[src/rtl/tach_pkg.sv]
// tach_pkg: FSM state encoding and default parameters shared by the tachometer capture block.
package tach_pkg;
  localparam logic [1:0] ST_IDLE = 2'd0;
  localparam logic [1:0] ST_ARM  = 2'd1;
  localparam logic [1:0] ST_MEAS = 2'd2;
  localparam int FILT_LEN_DEF = 4;
  localparam int TIMEOUT_DEF  = 25000000;
endpackage

[src/rtl/tach_filter.sv]
// tach_filter: two-flop synchroniser, run-length glitch filter and one-clock edge strobes for one channel.
module tach_filter
  import tach_pkg::*;
#(
  parameter int FILT_LEN = FILT_LEN_DEF
) (
  input  logic clk,
  input  logic rst_n,
  input  logic din,
  output logic level,
  output logic rise,
  output logic fall
);
  logic [1:0] sync;
  logic [3:0] run;
  logic       level_d;
  // run counts consecutive synchronised samples that disagree with the filtered level
  always_ff @(posedge clk or negedge rst_n) begin
    if (!rst_n) begin
      sync    <= '0;
      run     <= '0;
      level   <= 1'b0;
      level_d <= 1'b0;
    end else begin
      sync    <= {sync[0], din};
      level_d <= level;
      if (sync[1] == level) run <= '0;
      else if (run == 4'(FILT_LEN - 1)) begin
        run   <= '0;
        level <= sync[1];
      end else run <= run + 4'd1;
    end
  end
  assign rise = level & ~level_d;
  assign fall = ~level & level_d;
endmodule

[src/rtl/tach_capture.sv]
// tach_capture: measures tachometer period, spd1->spd2 phase and direction, and keeps an up/down pulse count.
module tach_capture
  import tach_pkg::*;
#(
  parameter int FILT_LEN = FILT_LEN_DEF,
  parameter int TIMEOUT  = TIMEOUT_DEF
) (
  input  logic        I_clk,
  input  logic        I_reset_n,
  input  logic        I_en,
  input  logic        I_spd1,
  input  logic        I_spd2,
  input  logic        I_clr,
  output logic [31:0] O_period,
  output logic [31:0] O_phase,
  output logic        O_dir,
  output logic [31:0] O_pulse_cnt,
  output logic        O_valid,
  output logic        O_stopped
);
  logic [1:0]  state;
  logic [31:0] cnt;
  logic [31:0] cnt_inc;
  logic        armed;
  logic        tmo;
  logic        s1_lvl, s1_rise, s1_fall;
  logic        s2_lvl, s2_rise, unused_s2_fall;
  tach_filter #(.FILT_LEN(FILT_LEN)) u_spd1 (
    .clk(I_clk), .rst_n(I_reset_n), .din(I_spd1), .level(s1_lvl), .rise(s1_rise), .fall(s1_fall)
  );
  tach_filter #(.FILT_LEN(FILT_LEN)) u_spd2 (
    .clk(I_clk), .rst_n(I_reset_n), .din(I_spd2), .level(s2_lvl), .rise(s2_rise), .fall(unused_s2_fall)
  );
  assign cnt_inc = (cnt == '1) ? cnt : cnt + 32'd1;
  assign tmo     = cnt == 32'(TIMEOUT - 1);
  always_ff @(posedge I_clk or negedge I_reset_n) begin
    if (!I_reset_n) begin
      state       <= ST_IDLE;
      cnt         <= '0;
      armed       <= 1'b0;
      O_period    <= '0;
      O_phase     <= '0;
      O_dir       <= 1'b0;
      O_pulse_cnt <= '0;
      O_valid     <= 1'b0;
      O_stopped   <= 1'b0;
    end else begin
      O_valid <= 1'b0;
      if (I_clr) O_pulse_cnt <= '0;
      else if (I_en && state == ST_MEAS && s1_fall)
        O_pulse_cnt <= O_dir ? O_pulse_cnt - 32'd1 : O_pulse_cnt + 32'd1;
      if (!I_en) begin
        state     <= ST_IDLE;
        cnt       <= '0;
        armed     <= 1'b0;
        O_period  <= '0;
        O_phase   <= '0;
        O_stopped <= 1'b0;
      end else if (state == ST_IDLE) state <= ST_ARM;
      else begin
        cnt <= cnt_inc;
        if (s1_rise) begin
          cnt       <= '0;
          armed     <= ~s2_rise;
          O_stopped <= 1'b0;
          state     <= ST_MEAS;
          // coincident edges give zero phase and leave the direction as it was
          if (s2_rise) O_phase <= '0;
          else O_dir <= s2_lvl;
          if (state == ST_MEAS) begin
            O_period <= cnt_inc;
            O_valid  <= 1'b1;
          end
        end else if (tmo) begin
          cnt       <= '0;
          armed     <= 1'b0;
          O_stopped <= 1'b1;
          O_period  <= '0;
          state     <= ST_ARM;
        end else if (state == ST_MEAS && armed && s2_rise) begin
          O_phase <= cnt_inc;
          armed   <= 1'b0;
        end
      end
    end
  end
endmodule

[config.mk]
export PLATFORM = sky130hd
export DESIGN_NAME = tach_capture
export DESIGN_NICKNAME = d
export VERILOG_FILES = /design/src/rtl/tach_pkg.sv /design/src/rtl/tach_filter.sv /design/src/rtl/tach_capture.sv
export SDC_FILE = /design/constraint.sdc
export NUM_CORES = 1
export LEC_CHECK = 0
export CORE_MARGIN = 1.5
export CORE_UTILIZATION = 49
export DETAILED_ROUTE_END_ITERATION = 7
export PLACE_DENSITY = 0.72
export SLEW_MARGIN = 0
export SYNTH_ARGS = -nofsm -noshare
export SYNTH_HDL_FRONTEND = slang
export SYNTH_SLANG_ARGS = --single-unit
[constraint.sdc]
create_clock -name I_clk -period 2.9 [get_ports I_clk]
set_input_delay 0.435 -clock I_clk [delete_from_list [all_inputs] [get_ports I_clk]]
set_output_delay 0.435 -clock I_clk [all_outputs]
set_load 0.01 [all_outputs]
## Yosys cells after proc, flatten, opt, wreduce, memory -nomap -nowiden

Index checks and enable logic that the tools add are counted.

- Flip-flop bits (word level): 150
- Input port bits: 6
- Logic and storage cells: 100

- Add/sub/neg operators: 5
- Equality and inequality tests: 15
- Mux-type cells: 40
- Bitwise gates (word level): 10
- Reduce and logical (&&, ||, !) cells: 13

Operators by type and width:

| operator | count |
|---|---|
| 2-to-1 mux 32 bit | 19 |
| adder 32 x 1 -> 32 bit, second input constant | 2 |
| equality test 32 x 25 -> 1 bit, second input constant | 1 |
| equality test 32 bit, second input constant | 1 |
| subtractor 32 x 1 -> 32 bit, second input constant | 1 |
| 2-to-1 mux 4 bit | 4 |
| 2-to-1 mux 1 bit | 13 |
| inequality test 3 x 2 -> 1 bit, second input constant | 3 |
| adder 4 x 1 -> 4 bit, second input constant | 2 |
| equality test 4 x 2 -> 1 bit, second input constant | 2 |
| 2-to-1 mux 2 bit | 4 |
| inequality test 4 x 1 -> 1 bit, second input constant | 2 |
| AND reduction 2 bit | 4 |
| AND reduction 4 bit | 2 |
| inverter 1 bit | 7 |
| inequality test 3 x 1 -> 1 bit, second input constant | 2 |
| logical AND 1 bit | 4 |
| AND 1 bit | 3 |
| AND reduction 3 bit | 1 |
| equality test 1 bit | 2 |
| equality test 2 bit, second input constant | 1 |
| logical NOT 2 bit | 1 |
| inequality test 2 bit, second input constant | 1 |
| nonzero test 2 bit | 1 |

## Logic depth before layout (Yosys ltp)

- Word-level depth: 8
- Gate-level depth with buffers: 11

## Modules after synthesis

Synthesis repeated with hierarchy kept, for this count alone.

- Cells, all modules: 976
- Area, all modules: 8597.0 um2

Modules (own cells, without submodules):

| module | times used | cells an instance | area an instance (um2) | seq. area each (um2) |
|---|---|---|---|---|
| tach_capture | 1 | 930 | 7950.1 | 3353.2 |
| tach_filter (u_spd2) | 1 | 23 | 326.6 | 200.2 |
| tach_filter (u_spd1) | 1 | 23 | 320.3 | 200.2 |

## Worst setup path after synthesis

No wires, ideal clock.

- Kind: register to register
- Start: register O_dir
- End: register O_pulse_cnt[24]
- Setup time: 0.083 ns
- Arrival: 3.096 ns
- Path slack: -0.279 ns
- Stages on the path, launching flop included: 11
- Buffers on the path: 0
- Period minus slack after synthesis: 3.179 ns
- Cell sequence: dfrtp_1 -> inv_1 -> fa_1 -> nand2b_1 -> a21oi_1 -> o2111ai_1 -> a21oi_1 -> o21ai_0 -> a31oi_1 -> mux2_2 -> o22ai_1

- Word-level cells in the longest chain between the ends: 3

RTL lines:

| item | RTL line | RTL |
|---|---|---|
| from (decl) | tach_capture.sv:16 | `output logic O_dir,` |
| from (signal assigned) | tach_capture.sv:69 | `else O_dir <= s2_lvl;` |
| 2-to-1 mux 32 bit | tach_capture.sv:51 | `O_pulse_cnt <= O_dir ? O_pulse_cnt - 32'd1 : O_pulse_cnt + 32'd1;` |
| 2-to-1 mux 32 bit | tach_capture.sv:50 | `else if (I_en && state == ST_MEAS && s1_fall)` |
| 2-to-1 mux 32 bit | tach_capture.sv:49 | `if (I_clr) O_pulse_cnt <= '0;` |
| to (signal assigned) | tach_capture.sv:51 |  |
| to (decl) | tach_capture.sv:17 | `output logic [31:0] O_pulse_cnt,` |

No other way between the ends. The select of a mux whose other input is x is not followed.
A chain may end at the register's enable or synchronous reset.

## Worst setup path after layout

- Start: register O_dir
- End: register O_pulse_cnt[25]

Same word-level chain as after synthesis.

==> results.toml <==
[outcome]
outcome = "finished, final reports clean"

[sta]
tightest_slew_ns = 1.15
period_minus_slack_ns = 2.76
timing.final.hold_violations = 0
maxSlewHeadroom = 0.232
final.period_utilization = 0.953
timing.fmax_mhz = 362
slew_violations = 0
fin_skew_ns = 0.0119
finalSetupViolCount = 0
rsz0062_at_grt = "yes"

[clock_network]
cts_buffers = 17
clock_sinks = 150
cts_tree = "yes"
path_clk_slew_ns = 0.06
clock-root-buffer = "clkbuf_16"
worstSkewPairLatency_ns = 0.43
clockBufferDepth = 2
cts_max_level = 4

[floorplanning]
fp-row-count = 47
io_pins = 105
die_area_um2 = 17800
start_util = 0.502
core_um2 = 16600
die_w_um = 133
dieHeight_um = 133

[routing]
dr.first_iter.drc_count = 538
vias_per_cell = 5.79
antenna_left = 0
vias = 7377
dr.pass1.iters = 5
wl_per_cell_um = 16.9
post-route-drc-count = 0
finalWirelength_mm = 21.5

[synth]
yosys_warnings = 0
synth.distinct_cells = 67
synthesis.nets = 967
syn_inst = 927
synth_top_family_by_area = "compound AO/OA/AOI/OAI gates"
synthMuxAreaShare = 0.00797
synthAdderAreaFrac = 0.0520
synth_compound_area_frac = 0.210
async_flop_share = 1.00
synth_simple_gate_area_frac = 0.192
synth_seq_area_share = 0.451
synth-edff-count = 0
synth_xor_area_frac = 0.0547
avgSynthCellArea_um2 = 8.98
ys_ff_latch = 150
synth_ff_type = "dfrtp_1"
netlist_area_um2 = 8320

[worst_setup_path]
cp_data_required_time_ns = 3.21
crit_fanout = 6
cp-start-kind = "flop"
endpoint_kind = "flop"
cp.arrival_ns = 3.07
worstSetupPathType = "flop to flop"

[global_route]
grt_overflow_total = 0
grt_use_total = 0.252
grt_max_degree = 62
grt_pass1_wl_mm = 36.0
antenna_found_initial = 0
grt_pass1_vias = 7192

[pwr]
pwr-share-clk = 0.354
leakage_nw = 4.53
pwr-share-seq = 0.364
switching_share = 0.354
p_comb_frac = 0.281
p_sw_w = 0.00225
irDropWorstVdd_mv = 0.529
finalPower_w = 0.00635
power-per-cell-area_nw_per_um2 = 607
p_int_w = 0.00410

[layout]
area_growth_pct = 25.6
instances_no_fill = 1275
antenna-diode-count = 0
final_cell_area_um2 = 10500
drive_above_1_share = 0.107
final-seq-area_um2 = 3750
fillers = 1386
multi_input_area_um2 = 4420
final_nets = 1082

[placement]
place_area_um2 = 9730
gp_congestion = 0.892
dp.cells = 1240
portBuffers = 104
hpwl_mm = 15.0

[hold_path]
hold_path_class = "flop to flop"

[job]
drv_cap = 0
through the flow:
stage	worst slack, ns	utilization	TNS (ns)	hold WS, ns
after floorplan	0.0336	-	0	0.139
after detailed placement	0.0600	0.587	0	0.336
after CTS	0.0405	0.623	0	0.349
after global placement	0.0888	0.587	0	0.339
after global routing	-0.0334	0.631	-0.101	0.359
final	0.136	0.631	0	0.348
state kept, by name, summed over array words and instances (netlist names), 2 cells and up:
| signal | cells |
|---|---|
| O_pulse_cnt | 32 |
| u_spd2.run | 4 |
| u_spd1.run | 4 |
| cnt | 32 |
| O_period | 32 |
| u_spd1.sync | 2 |
| state | 2 |
| O_phase | 32 |
| u_spd2.sync | 2 |
layout by cell type, fill, tap and decap left out, types with 17 or more instances in the layout:
cell / synthesis / layout
a21o_1: 22 / 22
a21oi_1: 80 / 77
buf_4: 2 / 35
clkbuf_16: 0 / 17
clkdlybuf4s50_1: 0 / 103
dfrtp_1: 150 / 149
ha_1: 33 / 24
nand2_1: 158 / 158
nand3_1: 35 / 34
nor2_1: 35 / 35
o21ai_0: 88 / 83
o21ai_1: 26 / 28
o31ai_1: 20 / 20
xnor2_1: 28 / 28
xor2_1: 24 / 24
power by group through the flow:
stage	combinational, W	clock, W	sequential, W
floorplan	0.00114	0	0.00236
global placement	0.00168	0	0.00235
detailed placement	0.00170	0	0.00235
CTS	0.00171	0.00228	0.00232
global route	0.00198	0.00238	0.00233
finish	0.00179	0.00225	0.00231
repair_timing:
item | in CTS | in global routing
hold buffers | 1 | 0
resized for setup | 0 | 30
buffers inserted | 0 | 2
setup endpoints to repair | 0 | 8
hold endpoints to repair | 41 | 0
layout make-up:
cell class	count	share of cell area
tap	220	0.0263
inverter	16	0.00574
sequential	150	0.359
clock inverter	14	0.0151
clock buffer	18	0.0420
timing repair buffer	142	0.130
multi-input combinational	715	0.422
critical path, stage by stage, from the launching register on:
cell and delay [ns]:
dfrtp_2 0.45, buf_4 0.18, ha_2 0.20, a21oi_1 0.27
o211ai_2 0.18, a21oi_2 0.29, nor4b_2 0.10, nor4_2 0.36
o21ai_1 0.13, mux2_1 0.32, a31o_1 0.18
metal layers:
| layer | global-route usage | part of all wire | up-vias | routed length [um] |
|---|---|---|---|---|
| met4 | 0.0803 | 0.017 | 0 | 362 |
| met2 | 0.414 | 0.48 | 221 | 10300 |
| met3 | 0.0495 | 0.054 | 33 | 1160 |
| li1 | - | - | 3544 | - |
| met5 | 0 | 0 | - | 0 |
| met1 | 0.336 | 0.45 | 3579 | 9680 |
kinds of logic (layout without fill, tap and decap cells):
logic type      count (synthesis)  after routing
buf+inv                        62            190
compound gates                294            294
fa+ha+maj                      34             34
flops                         150            150
xor+xnor                       52             52
mux                             6              6
simple gates                  329            329
cells in the mapped netlist, drive strengths merged, types with 2 or more instances:
| library cell | number | area share |
|---|---|---|
| or3 | 3 | 0.0023 |
| nor2 | 36 | 0.017 |
| nand4 | 12 | 0.011 |
| and4 | 4 | 0.0045 |
| xnor2 | 28 | 0.029 |
| clkbuf | 29 | 0.013 |
| nor4 | 5 | 0.0063 |
| o31a | 3 | 0.0032 |
| dfrtp | 150 | 0.45 |
| a21oi | 81 | 0.049 |
| or2 | 4 | 0.0033 |
| o21a | 2 | 0.0018 |
| a211oi | 6 | 0.0066 |
| o22ai | 2 | 0.0015 |
| nor3 | 16 | 0.0096 |
| and2 | 8 | 0.0060 |
| inv | 16 | 0.0072 |
| nor3b | 4 | 0.0036 |
| xor2 | 24 | 0.025 |
| o21bai | 6 | 0.0054 |
| o21ai | 114 | 0.069 |
| a22o | 5 | 0.0053 |
| nor4b | 5 | 0.0053 |
| o31ai | 20 | 0.018 |
| a31oi | 9 | 0.0068 |
| mux2 | 5 | 0.0068 |
| nand3 | 35 | 0.021 |
| or4 | 3 | 0.0032 |
| nand2b | 11 | 0.0083 |
| buf | 17 | 0.012 |
| o2111ai | 2 | 0.0021 |
| nand3b | 3 | 0.0027 |
| nand2 | 160 | 0.073 |
| and3 | 13 | 0.0098 |
| o211ai | 13 | 0.012 |
| a21o | 22 | 0.020 |
| and3b | 2 | 0.0021 |
| nor2b | 5 | 0.0038 |
| a21boi | 2 | 0.0018 |
| ha | 33 | 0.050 |
final timing paths:
path,from,to,slack (ns),cells past startpoint
min in group asynchronous,I_reset_n,O_pulse_cnt[10]$_DFFE_PN0P_,0.49,2
hold / removal,u_spd2.sync[0]$_DFF_PN0_,u_spd2.sync[1]$_DFF_PN0_,0.35,0
setup / recovery,O_dir$_DFFE_PN0P_,O_pulse_cnt[25]$_DFFE_PN0P_,0.14,10
max in group asynchronous,I_reset_n,O_phase[23]$_DFFE_PN0P_,1.71,3
hold reg to reg,u_spd2.sync[0]$_DFF_PN0_,u_spd2.sync[1]$_DFF_PN0_,0.35,0
setup reg to reg,O_dir$_DFFE_PN0P_,O_pulse_cnt[25]$_DFFE_PN0P_,0.14,10
No activity file was read; power rests on OpenSTA's default activity.
